**src/rtl/mem_ctrl_pkg.sv**
```systemverilog
// Shared definitions for the byte-serial memory controller.
// Holds the access-size encodings, the controller state enum, the
// requester-select encoding, the default IO region base and small helpers
// that turn a size code into a byte count.
package mem_ctrl_pkg;

  // Access size codes as presented on mem_size. Code 3 is treated as a word.
  localparam logic [1:0] SIZE_B = 2'd0;
  localparam logic [1:0] SIZE_H = 2'd1;
  localparam logic [1:0] SIZE_W = 2'd2;

  // Start of the memory-mapped IO region (used by the IO write stall).
  localparam logic [31:0] IO_BASE_DEFAULT = 32'h0003_0000;

  typedef enum logic [1:0] {
    IDLE  = 2'd0,
    READ  = 2'd1,
    WRITE = 2'd2,
    DONE  = 2'd3
  } state_e;

  // Which requester owns the access in flight.
  typedef enum logic {
    SEL_MEM = 1'b0,
    SEL_IF  = 1'b1
  } sel_e;

  // Fold the reserved size code onto a word access.
  function automatic logic [1:0] norm_size(input logic [1:0] size);
    return (size == 2'd3) ? SIZE_W : size;
  endfunction

  // Number of byte beats needed for a given size code.
  function automatic logic [2:0] byte_count(input logic [1:0] size);
    case (size)
      SIZE_B:  return 3'd1;
      SIZE_H:  return 3'd2;
      default: return 3'd4;
    endcase
  endfunction

endpackage

```
**src/rtl/mem_ctrl_extend.sv**
```systemverilog
// Load-result extension for the memory controller.
// Purely combinational: takes the assembled little-endian value and
// produces the architectural load result.
// Ports:
//   raw   - assembled bytes (lane 0 in bits 7:0)
//   size  - normalised size code (SIZE_B / SIZE_H / SIZE_W)
//   uns   - 1 = zero-extend byte/half loads, 0 = sign-extend
//   ext   - extended result; word loads pass through untouched
module mem_ctrl_extend
  import mem_ctrl_pkg::*;
(
  input  logic [31:0] raw,
  input  logic [1:0]  size,
  input  logic        uns,
  output logic [31:0] ext
);

  always_comb begin
    ext = raw;
    case (size)
      SIZE_B:  ext = {{24{raw[7] & ~uns}}, raw[7:0]};
      SIZE_H:  ext = {{16{raw[15] & ~uns}}, raw[15:0]};
      default: ext = raw;
    endcase
  end

endmodule

```
**src/rtl/mem_ctrl.sv**
```systemverilog
// Byte-serial memory controller serving the IF and MEM pipeline stages.
// Each word/half/byte request is broken into single-byte accesses on an
// 8-bit synchronous RAM/IO bus; loads are reassembled little-endian and
// extended, and completion is signalled with a one-cycle done pulse.
//
// Optional feature (macro MEM_CTRL_IO_STALL_EN): stores to addresses at or
// above IO_BASE pause while io_buffer_full is high. Without the macro,
// io_buffer_full and IO_BASE have no effect.
//
// Handshake: a requester raises *_req with stable fields and holds it until
// its *_done pulse. Fields are captured on the accept edge (IDLE with a
// request present, MEM winning over IF); requests seen during DONE are
// ignored, so the next access starts no earlier than one cycle after done.
//
// Ports:
//   clk, rst                 - clock, synchronous active-high reset
//   if_req/if_addr           - instruction fetch request (always 4 bytes)
//   if_done/if_data          - fetch completion pulse and word
//   mem_req/mem_we/mem_addr/mem_size/mem_unsigned/mem_wdata - load/store
//   mem_done/mem_rdata       - load/store completion pulse and load result
//   ram_a/ram_wr/ram_dout    - byte bus address, write strobe, write byte
//   ram_din                  - read byte, valid one cycle after ram_a
//   io_buffer_full           - IO write buffer back-pressure
//   dbg_state                - current controller state
module mem_ctrl
  import mem_ctrl_pkg::*;
#(
  parameter int          ADDR_W  = 17,
  parameter logic [31:0] IO_BASE = IO_BASE_DEFAULT
) (
  input  logic              clk,
  input  logic              rst,
  input  logic              if_req,
  input  logic [31:0]       if_addr,
  output logic              if_done,
  output logic [31:0]       if_data,
  input  logic              mem_req,
  input  logic              mem_we,
  input  logic [31:0]       mem_addr,
  input  logic [1:0]        mem_size,
  input  logic              mem_unsigned,
  input  logic [31:0]       mem_wdata,
  output logic              mem_done,
  output logic [31:0]       mem_rdata,
  output logic [ADDR_W-1:0] ram_a,
  output logic              ram_wr,
  output logic [7:0]        ram_dout,
  input  logic [7:0]        ram_din,
  input  logic              io_buffer_full,
  output state_e            dbg_state
);

  state_e      state_q, state_d;
  logic [2:0]  cnt_q, cnt_d;
  sel_e        sel_q;
  logic [31:0] addr_q;
  logic [31:0] wdata_q;
  logic [1:0]  size_q;
  logic        uns_q;
  logic [2:0]  n_q;
  logic [31:0] raw_q;

  logic              accept;
  logic [ADDR_W-1:0] bus_addr;
  logic [7:0]        wr_byte;
  logic [1:0]        lane;
  logic [31:0]       raw_full;
  logic [31:0]       ext;
  logic              stall;

  assign dbg_state = state_q;
  assign accept    = (state_q == IDLE) && (mem_req || if_req);

  // Byte address wraps naturally at 2^ADDR_W.
  assign bus_addr = addr_q[ADDR_W-1:0] + ADDR_W'(cnt_q);
  assign wr_byte  = wdata_q[{cnt_q[1:0], 3'b000} +: 8];

  // ram_din in READ cycle k carries the byte addressed in cycle k-1.
  assign lane = cnt_q[1:0] - 2'd1;

  always_comb begin
    raw_full = raw_q;
    raw_full[{lane, 3'b000} +: 8] = ram_din;
  end

`ifdef MEM_CTRL_IO_STALL_EN
  assign stall = (state_q == WRITE) && io_buffer_full &&
                 ((addr_q + 32'(cnt_q)) >= IO_BASE);
`else
  logic io_unused;
  assign stall     = 1'b0;
  assign io_unused = ^{io_buffer_full, IO_BASE, addr_q[31:ADDR_W]};
`endif

  mem_ctrl_extend u_extend (
    .raw  (raw_full),
    .size (size_q),
    .uns  (uns_q),
    .ext  (ext)
  );

  // Next state and bus outputs. The bus is driven purely from the state
  // register, so a reset drops ram_wr in the very next cycle.
  always_comb begin
    state_d  = state_q;
    cnt_d    = cnt_q;
    ram_a    = '0;
    ram_wr   = 1'b0;
    ram_dout = 8'd0;
    if_done  = 1'b0;
    mem_done = 1'b0;
    case (state_q)
      IDLE: begin
        cnt_d = 3'd0;
        if (mem_req) begin
          state_d = mem_we ? WRITE : READ;
        end else if (if_req) begin
          state_d = READ;
        end
      end
      READ: begin
        // n address cycles plus one cycle to collect the final byte.
        ram_a = bus_addr;
        if (cnt_q == n_q) begin
          state_d = DONE;
          cnt_d   = 3'd0;
        end else begin
          cnt_d = cnt_q + 3'd1;
        end
      end
      WRITE: begin
        ram_a = bus_addr;
        if (!stall) begin
          ram_wr   = 1'b1;
          ram_dout = wr_byte;
          if (cnt_q == n_q - 3'd1) begin
            state_d = DONE;
            cnt_d   = 3'd0;
          end else begin
            cnt_d = cnt_q + 3'd1;
          end
        end
      end
      DONE: begin
        if_done  = (sel_q == SEL_IF);
        mem_done = (sel_q == SEL_MEM);
        state_d  = IDLE;
      end
      default: state_d = IDLE;
    endcase
  end

  always_ff @(posedge clk) begin
    if (rst) begin
      state_q   <= IDLE;
      cnt_q     <= 3'd0;
      sel_q     <= SEL_MEM;
      addr_q    <= 32'd0;
      wdata_q   <= 32'd0;
      size_q    <= SIZE_W;
      uns_q     <= 1'b0;
      n_q       <= 3'd4;
      raw_q     <= 32'd0;
      if_data   <= 32'd0;
      mem_rdata <= 32'd0;
    end else begin
      state_q <= state_d;
      cnt_q   <= cnt_d;
      if (accept) begin
        raw_q <= 32'd0;
        if (mem_req) begin
          sel_q   <= SEL_MEM;
          addr_q  <= mem_addr;
          wdata_q <= mem_wdata;
          size_q  <= norm_size(mem_size);
          uns_q   <= mem_unsigned;
          n_q     <= byte_count(mem_size);
        end else begin
          sel_q   <= SEL_IF;
          addr_q  <= if_addr;
          wdata_q <= 32'd0;
          size_q  <= SIZE_W;
          uns_q   <= 1'b0;
          n_q     <= 3'd4;
        end
      end
      if (state_q == READ && cnt_q != 3'd0) begin
        raw_q <= raw_full;
      end
      // Result registers update on the edge into DONE and hold afterwards.
      if (state_q == READ && cnt_q == n_q) begin
        if (sel_q == SEL_IF) begin
          if_data <= raw_full;
        end else begin
          mem_rdata <= ext;
        end
      end
    end
  end

endmodule

```
**config.mk**
```make
export PLATFORM = sky130hd
export DESIGN_NAME = mem_ctrl
export DESIGN_NICKNAME = d
export VERILOG_FILES = /design/src/rtl/mem_ctrl_pkg.sv /design/src/rtl/mem_ctrl_extend.sv /design/src/rtl/mem_ctrl.sv
export SDC_FILE = /design/constraint.sdc
export NUM_CORES = 1
export LEC_CHECK = 0
export CAP_MARGIN = 10
export CORE_UTILIZATION = 30
export DETAILED_ROUTE_END_ITERATION = 16
export GPL_TIMING_DRIVEN = 0
export PLACE_DENSITY = 0.59
export SLEW_MARGIN = 20
export SYNTH_ARGS = -nofsm -noshare
export SYNTH_HDL_FRONTEND = slang
export SYNTH_HIERARCHICAL = 1
export SYNTH_SLANG_ARGS = --single-unit
```
**constraint.sdc**
```tcl
create_clock -name clk -period 4.7 [get_ports clk]
set_clock_uncertainty 0.1 [all_clocks]
set_input_delay 1.175 -clock clk [delete_from_list [all_inputs] [get_ports clk]]
set_output_delay 1.175 -clock clk [all_outputs]
set_load 0.05 [all_outputs]
```
* After elaboration in Yosys (flattened, before gate mapping)
Index checks and enable logic that the tools add are counted.
Word-level totals: word-level logic and storage cells 74, output and inout port bits 94, memories kept 0, latch bits 0, memory bits (writable) 0, memory bits (read-only) 0, bits in registers 157
Cells by class: eq/ne operators 11, magnitude comparators 0, add/sub/neg operators 5, mux-type cells 26, shifts and indexed selects 3, div/mod/pow operators 0, reduce and logical (&&, ||, !) cells 14, bitwise logic cells 4, multiply operators 0
Operators with widths (count):
- 2-to-1 mux 32 bit | 3
- one-hot mux 32 bit (2 select lines) | 1
- 2-to-1 mux 17 bit | 2
- bitwise mux 32 bit | 1
- variable shift 8 x 7 -> 32 bit (first input constant) | 1
- indexed part select 32 x 6 -> 8 bit | 1
- indexed part select 8 x 7 -> 32 bit | 1
- adder 17 x 3 -> 17 bit | 1
- 2-to-1 mux 2 bit | 7
- 2-to-1 mux 3 bit | 3
- one-hot mux 3 bit (3 select lines) | 1
- 2-to-1 mux 8 bit | 1
- one-hot mux 2 bit (4 select lines) | 1
- negator 5 -> 7 bit | 1
- equality test 2 x 1 -> 1 bit (second input constant) | 3
- equality test 2 bit (second input constant) | 3
- equality test 3 bit | 2
- zero test 2 bit | 3
- one-hot mux 3 bit (2 select lines) | 1
- nonzero test 3 bit | 2
- 2-to-1 mux 1 bit | 5
- inequality test 2 bit (second input constant) | 2
- AND reduction 2 bit | 2
- adder 3 x 1 -> 3 bit (second input constant) | 1
- other kinds (10) | 14

* Longest topological paths before layout
Gate-level depths: netlist of run 1.
depth in word-level cells 6, mapped depth 12, depth with buffers taken out 8

* By module
Netlist of run 1, hierarchy kept.
Modules (own cells, without submodules):
- mem_ctrl | cells each 804, area an instance 7103.1 um^2, seq. area each 3123.0 um^2, times used 1
- mem_ctrl_extend | cells each 67, area an instance 355.3 um^2, seq. area each 0.0 um^2, times used 1

* Least setup slack after synthesis of run 1
OpenSTA, ideal clock, no wires.
path type register to output, from register cnt_q[1], to output ram_a[16], buffers on the path 1, required time 3.425 ns, cell stages (with the launch flop) 8, setup slack 0.329 ns, data arrival time 3.096 ns, cells stage by stage dfxtp_1 > buf_1 > inv_1 > fa_1 > and2b_1 > o2111ai_4 > or4_1 > a21oi_1
On the way: longest elaborated chain between the ends 2
Ends and longest elaborated chain:
- start, declared | RTL line mem_ctrl.sv:54 | logic [2:0] cnt_q, cnt_d;
- start signal, assigned | RTL line mem_ctrl.sv:168 | cnt_q <= cnt_d;
- adder 17 x 3 -> 17 bit | RTL line mem_ctrl.sv:75 | assign bus_addr = addr_q[ADDR_W-1:0] + ADDR_W'(cnt_q);
- 2-to-1 mux 17 bit | RTL line mem_ctrl.sv:112 | case (state_q)
- end, declared | RTL line mem_ctrl.sv:45 | output logic [ADDR_W-1:0] ram_a,
Every way passes these cells.

* Worst setup path after layout of run 1
Same ends and word-level chain as after synthesis.

==> results.sh, run 1 <==
export IMPL_htreeDepth=4
export IMPL_yosysTopAreaCell="dfxtp_1"
export IMPL_synth_edf_count=0
export IMPL_via_count=7117
export IMPL_start_util_pct=30.7
export IMPL_ys_async_sr_fraction_pct=0
export IMPL_yosysMostFrequentCell="dfxtp_1"
export IMPL_ys_seq_elements=156
export IMPL_end_kind="primary output"
export IMPL_period_minus_slack_ns=4.54
export IMPL_critPathArrivalTime_ns=3.26
export IMPL_grt_overflow=0
export IMPL_gp_congestion=0.822
export IMPL_clk_latency_ns=0.43
export IMPL_seqCellArea_um2=3120
export IMPL_crit_chain="buf_4, inv_1, fa_1, and2b_1, o2111ai_4, or4_1, a21oi_1, buf_2"
export IMPL_synth_area_leaders="dfxtp_1 (42%), a22oi_1 (6.5%), a21oi_1 (5.2%), nor2_1 (4.7%), nor3_1 (4.5%)"
export IMPL_grt_setup_unrepaired="false"
export IMPL_critPathBufInv=3
export IMPL_setup_tns_ns=0
export IMPL_ctsHoldBuffers=0
export IMPL_synth_fa_ha_area_share_pct=2.78
export IMPL_drv_slew=0
export IMPL_max_cap_violations=0
export IMPL_grt_first_pass_wirelength_um=38000
export IMPL_status="complete, no violations"
export IMPL_port_buffers=175
export IMPL_die_w_um=160
export IMPL_seq_area_frac_synth_pct=41.9
export IMPL_synth_warnings=6
export IMPL_synth_flop_cell="dfxtp_1"
export IMPL_cts_setup_buffers=0
export IMPL_yosys_area_share_xor_xnor_pct=1.58
export IMPL_p_per_area_nw_per_um2=441
export IMPL_slew_headroom_pct=54.3
export IMPL_synth_cell_types=56
export IMPL_dieHeight_um=160
export IMPL_setup_viol=0
export IMPL_diodes=0
export IMPL_cpPeakStageDelay_ns=0.50
export IMPL_synth_simple_area_share_pct=17.7
export IMPL_grt_pass1_vias=6867
export IMPL_clockBufferDepth=2
export IMPL_post_drt_via_cell_ratio=5.08
export IMPL_rows=57
export IMPL_min_period_over_period_pct=96.5
export IMPL_num_fill_cells=2478
export IMPL_synthesis_area_um2=7460
export IMPL_synth_compound_area_share_pct=23.9
export IMPL_hp_class="flip-flop to flip-flop"
export IMPL_required_ns=3.42
export IMPL_ir_drop_mv=0.248
export IMPL_cts_buffers=17
export IMPL_antenna_found_initial=0
export IMPL_cp_slowest_cell="or4_1"
export IMPL_core_area_um2=24300
export IMPL_drc=0
export IMPL_grt_usage_pct=19.0
export IMPL_critPathLaunchType="flip-flop"
export IMPL_wl_per_cell_um=17.0
export IMPL_clock_sinks=156
export IMPL_yosys_top_cells_count="dfxtp_1 (156), nor2_1 (94), a21oi_1 (78)"
export IMPL_tightest_slew_ns=0.686
export IMPL_synth_avg_cell_area_um2=8.56
export IMPL_hold_violations=0
export IMPL_critPathMaxFanout=10
export IMPL_crit_family="simple AND/OR/NAND/NOR gates"
export IMPL_totalWireLength_um=23800
export IMPL_die_area_um2=25500
export IMPL_clk_pin_slew_worst_paths_ns=0.06
export IMPL_yosys_mux_area_fraction_pct=5.28
export IMPL_cts_tree="built"
export IMPL_drtPass1Iterations=6
export IMPL_p_leak_nw=3.78
export IMPL_nets=1194
export IMPL_grt_max_degree=17
export IMPL_dp_hpwl_um=17600
export IMPL_synth_nets=1000
export IMPL_fmaxAchievable_ghz=0.220
export IMPL_multi_input_area_um2=3820
export IMPL_layout_drive_gt1_share_pct=8.26
export IMPL_yosysTopAreaCellShare_pct=41.9
export IMPL_ios=207
export IMPL_power_w=0.00454
export IMPL_cts_root_buf="clkbuf_16"
export IMPL_ant_nets=0
export IMPL_area_growth_pct=38.2
export IMPL_crit_type="flip-flop to primary output"
export IMPL_synth_top_family_by_area="compound AO/OA/AOI/OAI gates"
export IMPL_drt_iter0_drc=562
export IMPL_postSynthCellCount=871
[through the flow]
stage / cells / cell area [um^2] / hold WS [ns] / setup slack, ns / utilization (%)
2_1_floorplan: 871 / 7460 / 0.360 / 0.329 / -
3_3_place_gp: 1370 / 9620 / 0.365 / -0.467 / 39.5
3_5_place_dp: 1370 / 9620 / 0.368 / -0.500 / 39.5
4_1_cts: 1401 / 10300 / 0.377 / 0.0381 / 42.3
5_1_grt: 1401 / 10300 / 0.405 / 0.00747 / 42.4
6_report: 1401 / 10300 / 0.379 / 0.163 / 42.4
[tightest hold or removal path: cells and delay by family (launching register included)]
family	cells	cell delay (ns)
DFF	1	0.31
AOI/OAI and AO/OA	2	0.13
[cell usage in the layout, fill, tap and decap left out, types with 17 or more instances in the layout]
cell type | synthesis | layout
a21oi_1 | 78 | 78
dfxtp_1 | 156 | 155
clkbuf_1 | 45 | 46
clkbuf_16 | 0 | 17
nand2_1 | 36 | 36
nand3_1 | 35 | 35
clkdlybuf4s50_1 | 0 | 164
mux2i_1 | 20 | 20
a211oi_1 | 18 | 18
inv_1 | 22 | 22
nor2_1 | 94 | 94
o21ai_0 | 62 | 62
a22oi_1 | 65 | 65
a22o_1 | 32 | 32
nor3_1 | 67 | 67
buf_4 | 17 | 18
[cell type report]
| class | count | share of cell area, % |
|---|---|---|
| inverter | 22 | 0.801 |
| clock inverter | 13 | 2.31 |
| sequential | 156 | 30.3 |
| tap | 324 | 3.93 |
| buffer | 89 | 4.24 |
| timing repair buffer | 175 | 17.2 |
| multi-input combinational | 604 | 37.1 |
| clock buffer | 18 | 4.16 |
[metal layers]
layer  vias to the layer above  track usage, %  wire length, um
li1                       3549               -                -
met1                      3322            25.7            11200
met2                       228            29.6            10700
met3                        18            5.30             1690
met4                         0            4.59              241
met5                         -               0                0
[logic make-up (layout without fill, tap and decap cells)]
family          Yosys count  in the layout
xor+xnor                 11             11
mux                      29             29
flops                   156            156
compound gates          275            275
simple gates            273            273
buf+inv                 111            317
fa+ha+maj                16             16
[final timing paths]
check | start | to | slack (ns) | depth (start not counted)
hold reg to reg | mem_rdata[20] | mem_rdata[20] | 0.38 | 2
setup / recovery | cnt_q[1] | ram_a[16] | 0.16 | 8
hold / removal | mem_rdata[20] | mem_rdata[20] | 0.38 | 2
setup reg to reg | cnt_q[0] | mem_rdata[26] | 1.06 | 12
[report_power, final]
part | internal (W) | leakage (nW) | switching (W) | total, W
logic | 0.000471 | 2.19 | 0.000939 | 0.00141
clock network | 0.00100 | 0.319 | 0.000595 | 0.00160
registers | 0.00144 | 1.27 | 0.000102 | 0.00154
total | 0.00291 | 3.78 | 0.00164 | 0.00454
[timing repair]
item,CTS,global route
resized for setup,12,10
setup endpoints to repair,8,9
pin swaps,0,0
[sequential cells by signal, indices dropped and copies added, names as in the netlist, 2 cells and up]
name / cells
raw_q: 32
if_data: 32
wdata_q: 32
size_q: 2
addr_q: 17
n_q: 2
dbg_state: 2
mem_rdata: 32
cnt_q: 3
Note: power is estimated with default switching activity, not from simulation.
==> inputs of run 2 (changes only) <==
- CORE_MARGIN: not set -> 2
- REMOVE_ABC_BUFFERS: not set -> 1
==> run 2 against run 1 <==
Net effect:
- total power is 3.6% lower
- via count fell by 4.1%
- sequential share of layout area up 1.0 points
- die area rose by 2.5%
- combinational power shrank 6%
- flip-flop and latch count unchanged
- final cell count fell by 5.9%
==> results.sh, run 2 (synthesis results as in run 1) <==
export IMPL_period_minus_slack_ns=4.45
export IMPL_cts_tree="built"
export IMPL_ir_drop_mv=0.258
export IMPL_totalWireLength_um=22200
export IMPL_diodes=0
export IMPL_p_leak_nw=3.46
export IMPL_max_cap_violations=0
export IMPL_ant_nets=0
export IMPL_dieHeight_um=162
export IMPL_r2r_setup_slack_ns=1.54
export IMPL_hold_violations=0
export IMPL_critPathMaxFanout=16
export IMPL_rows=57
export IMPL_critPathArrivalTime_ns=3.18
export IMPL_r2r_end="mem_rdata[24]"
export IMPL_setup_viol=0
export IMPL_grt_usage_pct=17.0
export IMPL_drt_iter0_drc=523
export IMPL_wirelength_met1_um=10000
export IMPL_tightest_slew_ns=1.02
export IMPL_cts_buffers=17
export IMPL_ios=207
export IMPL_fmaxAchievable_ghz=0.224
export IMPL_hold_depth=2
export IMPL_holdPathEnd="mem_rdata[19]"
export IMPL_reg2reg_depth=8
export IMPL_clk_pin_slew_worst_paths_ns=0.07
export IMPL_crit_reg2reg_launch="cnt_q[1]"
export IMPL_die_area_um2=26100
export IMPL_num_fill_cells=2530
export IMPL_hp_class="flip-flop to flip-flop"
export IMPL_grt_overflow=0
export IMPL_die_w_um=162
export IMPL_gp_congestion=0.726
export IMPL_grt_pass1_vias=6596
export IMPL_wl_per_cell_um=16.8
export IMPL_port_buffers=175
export IMPL_layout_drive_gt1_share_pct=7.54
export IMPL_p_per_area_nw_per_um2=438
export IMPL_clk_latency_ns=0.42
export IMPL_clockBufferDepth=2
export IMPL_post_drt_via_cell_ratio=5.17
export IMPL_grt_first_pass_wirelength_um=35500
export IMPL_drv_slew=0
export IMPL_status="complete, no violations"
export IMPL_drtPass1Iterations=5
export IMPL_dp_hpwl_um=14200
export IMPL_setup_tns_ns=0
export IMPL_final_common_cell="clkdlybuf4s50_1"
export IMPL_cp_startpoint="cnt_q[1]"
export IMPL_core_area_um2=24400
export IMPL_antenna_found_initial=0
export IMPL_wl_met3_um=1720
export IMPL_start_util_pct=30.6
export IMPL_min_period_over_period_pct=94.8
export IMPL_end_kind="primary output"
export IMPL_ctsHoldBuffers=0
export IMPL_cts_root_buf="clkbuf_16"
export IMPL_slew_headroom_pct=32.1
export IMPL_area_growth_pct=34.1
export IMPL_via_count=6822
export IMPL_nets=1111
export IMPL_drc=0
export IMPL_grt_max_degree=83
export IMPL_grt_setup_unrepaired="false"
export IMPL_clock_sinks=156
export IMPL_htreeDepth=4
export IMPL_layout_common_cells="clkdlybuf4s50_1 (169), dfxtp_1 (153), nor2_1 (94)"
export IMPL_top_layer="met4"
export IMPL_power_w=0.00438
export IMPL_crit_type="flip-flop to primary output"
export IMPL_required_ns=3.42
export IMPL_worstHoldStart="mem_rdata[19]"
export IMPL_dr_wl_met2_um=10100
export IMPL_critPathLaunchType="flip-flop"
[run 2: cell types whose count changed in the layout (fill, tap and decap cells not counted), moves of 5 or more]
| cell | previous run | this run |
|---|---|---|
| clkdlybuf4s50_1 | 164 | 169 |
| clkbuf_1 | 46 | 0 |
| buf_4 | 18 | 0 |
| buf_2 | 16 | 1 |
| buf_1 | 8 | 0 |
| dlymetal6s2s_1 | 8 | 1 |
[run 2: timing repair]
| action | in CTS | in global routing |
|---|---|---|
| buffers inserted | 0 | 1 |
| gates resized for setup | 12 | 2 |
| endpoints found under the setup margin | 14 | 7 |
[run 2: metrics by stage]
step                      hold slack (ns)  worst slack [ns]  utilization, %  instance area [um^2]  instances
final                               0.374             0.245            41.0                 10000       1319
after global routing                0.394             0.101            41.0                 10000       1319
after CTS                           0.377            0.0201            40.9                  9990       1318
after detailed placement            0.367            -0.272            38.4                  9360       1286
after global placement              0.362             -2.92            37.6                  9180       1281
after floorplan                     0.360             0.126               -                  7030        782
[run 2: worst max path at each step]
stage	to	slack, ns	cells after the start
2_1_floorplan	ram_a[16]	0.13	7
3_3_place_gp	dbg_state[1]	-2.92	4
3_5_place_dp	ram_a[16]	-0.27	7
4_1_cts	ram_a[10]	0.02	7
5_1_grt	ram_a[16]	0.10	8
6_report	ram_a[16]	0.25	7
[run 2: cell type report]
cell class / count / area [um^2] / share of cell area (%)
Sequential cell: 156 / 3130 / 31.3
Inverter: 22 / 85.1 / 0.850
Tap cell: 324 / 405 / 4.05
Clock buffer: 18 / 439 / 4.39
Clock inverter: 14 / 180 / 1.80
Timing Repair Buffer: 181 / 1880 / 18.8
Multi-Input combinational cell: 604 / 3880 / 38.8
[run 2: routing by layer]
metal / vias to the layer above / track usage [%]
li1: 3392 / -
met1: 3199 / 22.0
met2: 210 / 27.5
met3: 21 / 5.57
met4: 0 / 4.55
met5: - / 0
[run 2: power breakdown]
part | leakage, nW | internal [W] | switching [W]
clock network | 0.298 | 0.000860 | 0.000599
logic | 1.90 | 0.000469 | 0.000850
registers | 1.27 | 0.00144 | 0.000165
total | 3.46 | 0.00277 | 0.00161
[run 2: worst max-delay path, cell delays in order (launching register included)]
cell and delay (ns):
dfxtp_4 0.52, inv_1 0.19, fa_1 0.47, and2b_1 0.33, o2111ai_4 0.18, or4_1 0.50, a21oi_1 0.16, clkdlybuf4s15_2 0.40
==> inputs of run 3 (changes only) <==
- clock period: 4.7 -> 4.68 ns (I/O delays scaled with it)
==> results of run 3 <==
The final DEF is identical to that of run 2. Status: complete, no violations.
Main changes from that run: setup slack after placement -0.272 ns -> -0.287 ns; setup slack after layout 0.245 ns -> 0.230 ns; register-to-register setup slack 1.54 ns -> 1.52 ns; total power 0.00438 W -> 0.00440 W; worst IR drop on VDD 0.258 mV -> 0.259 mV
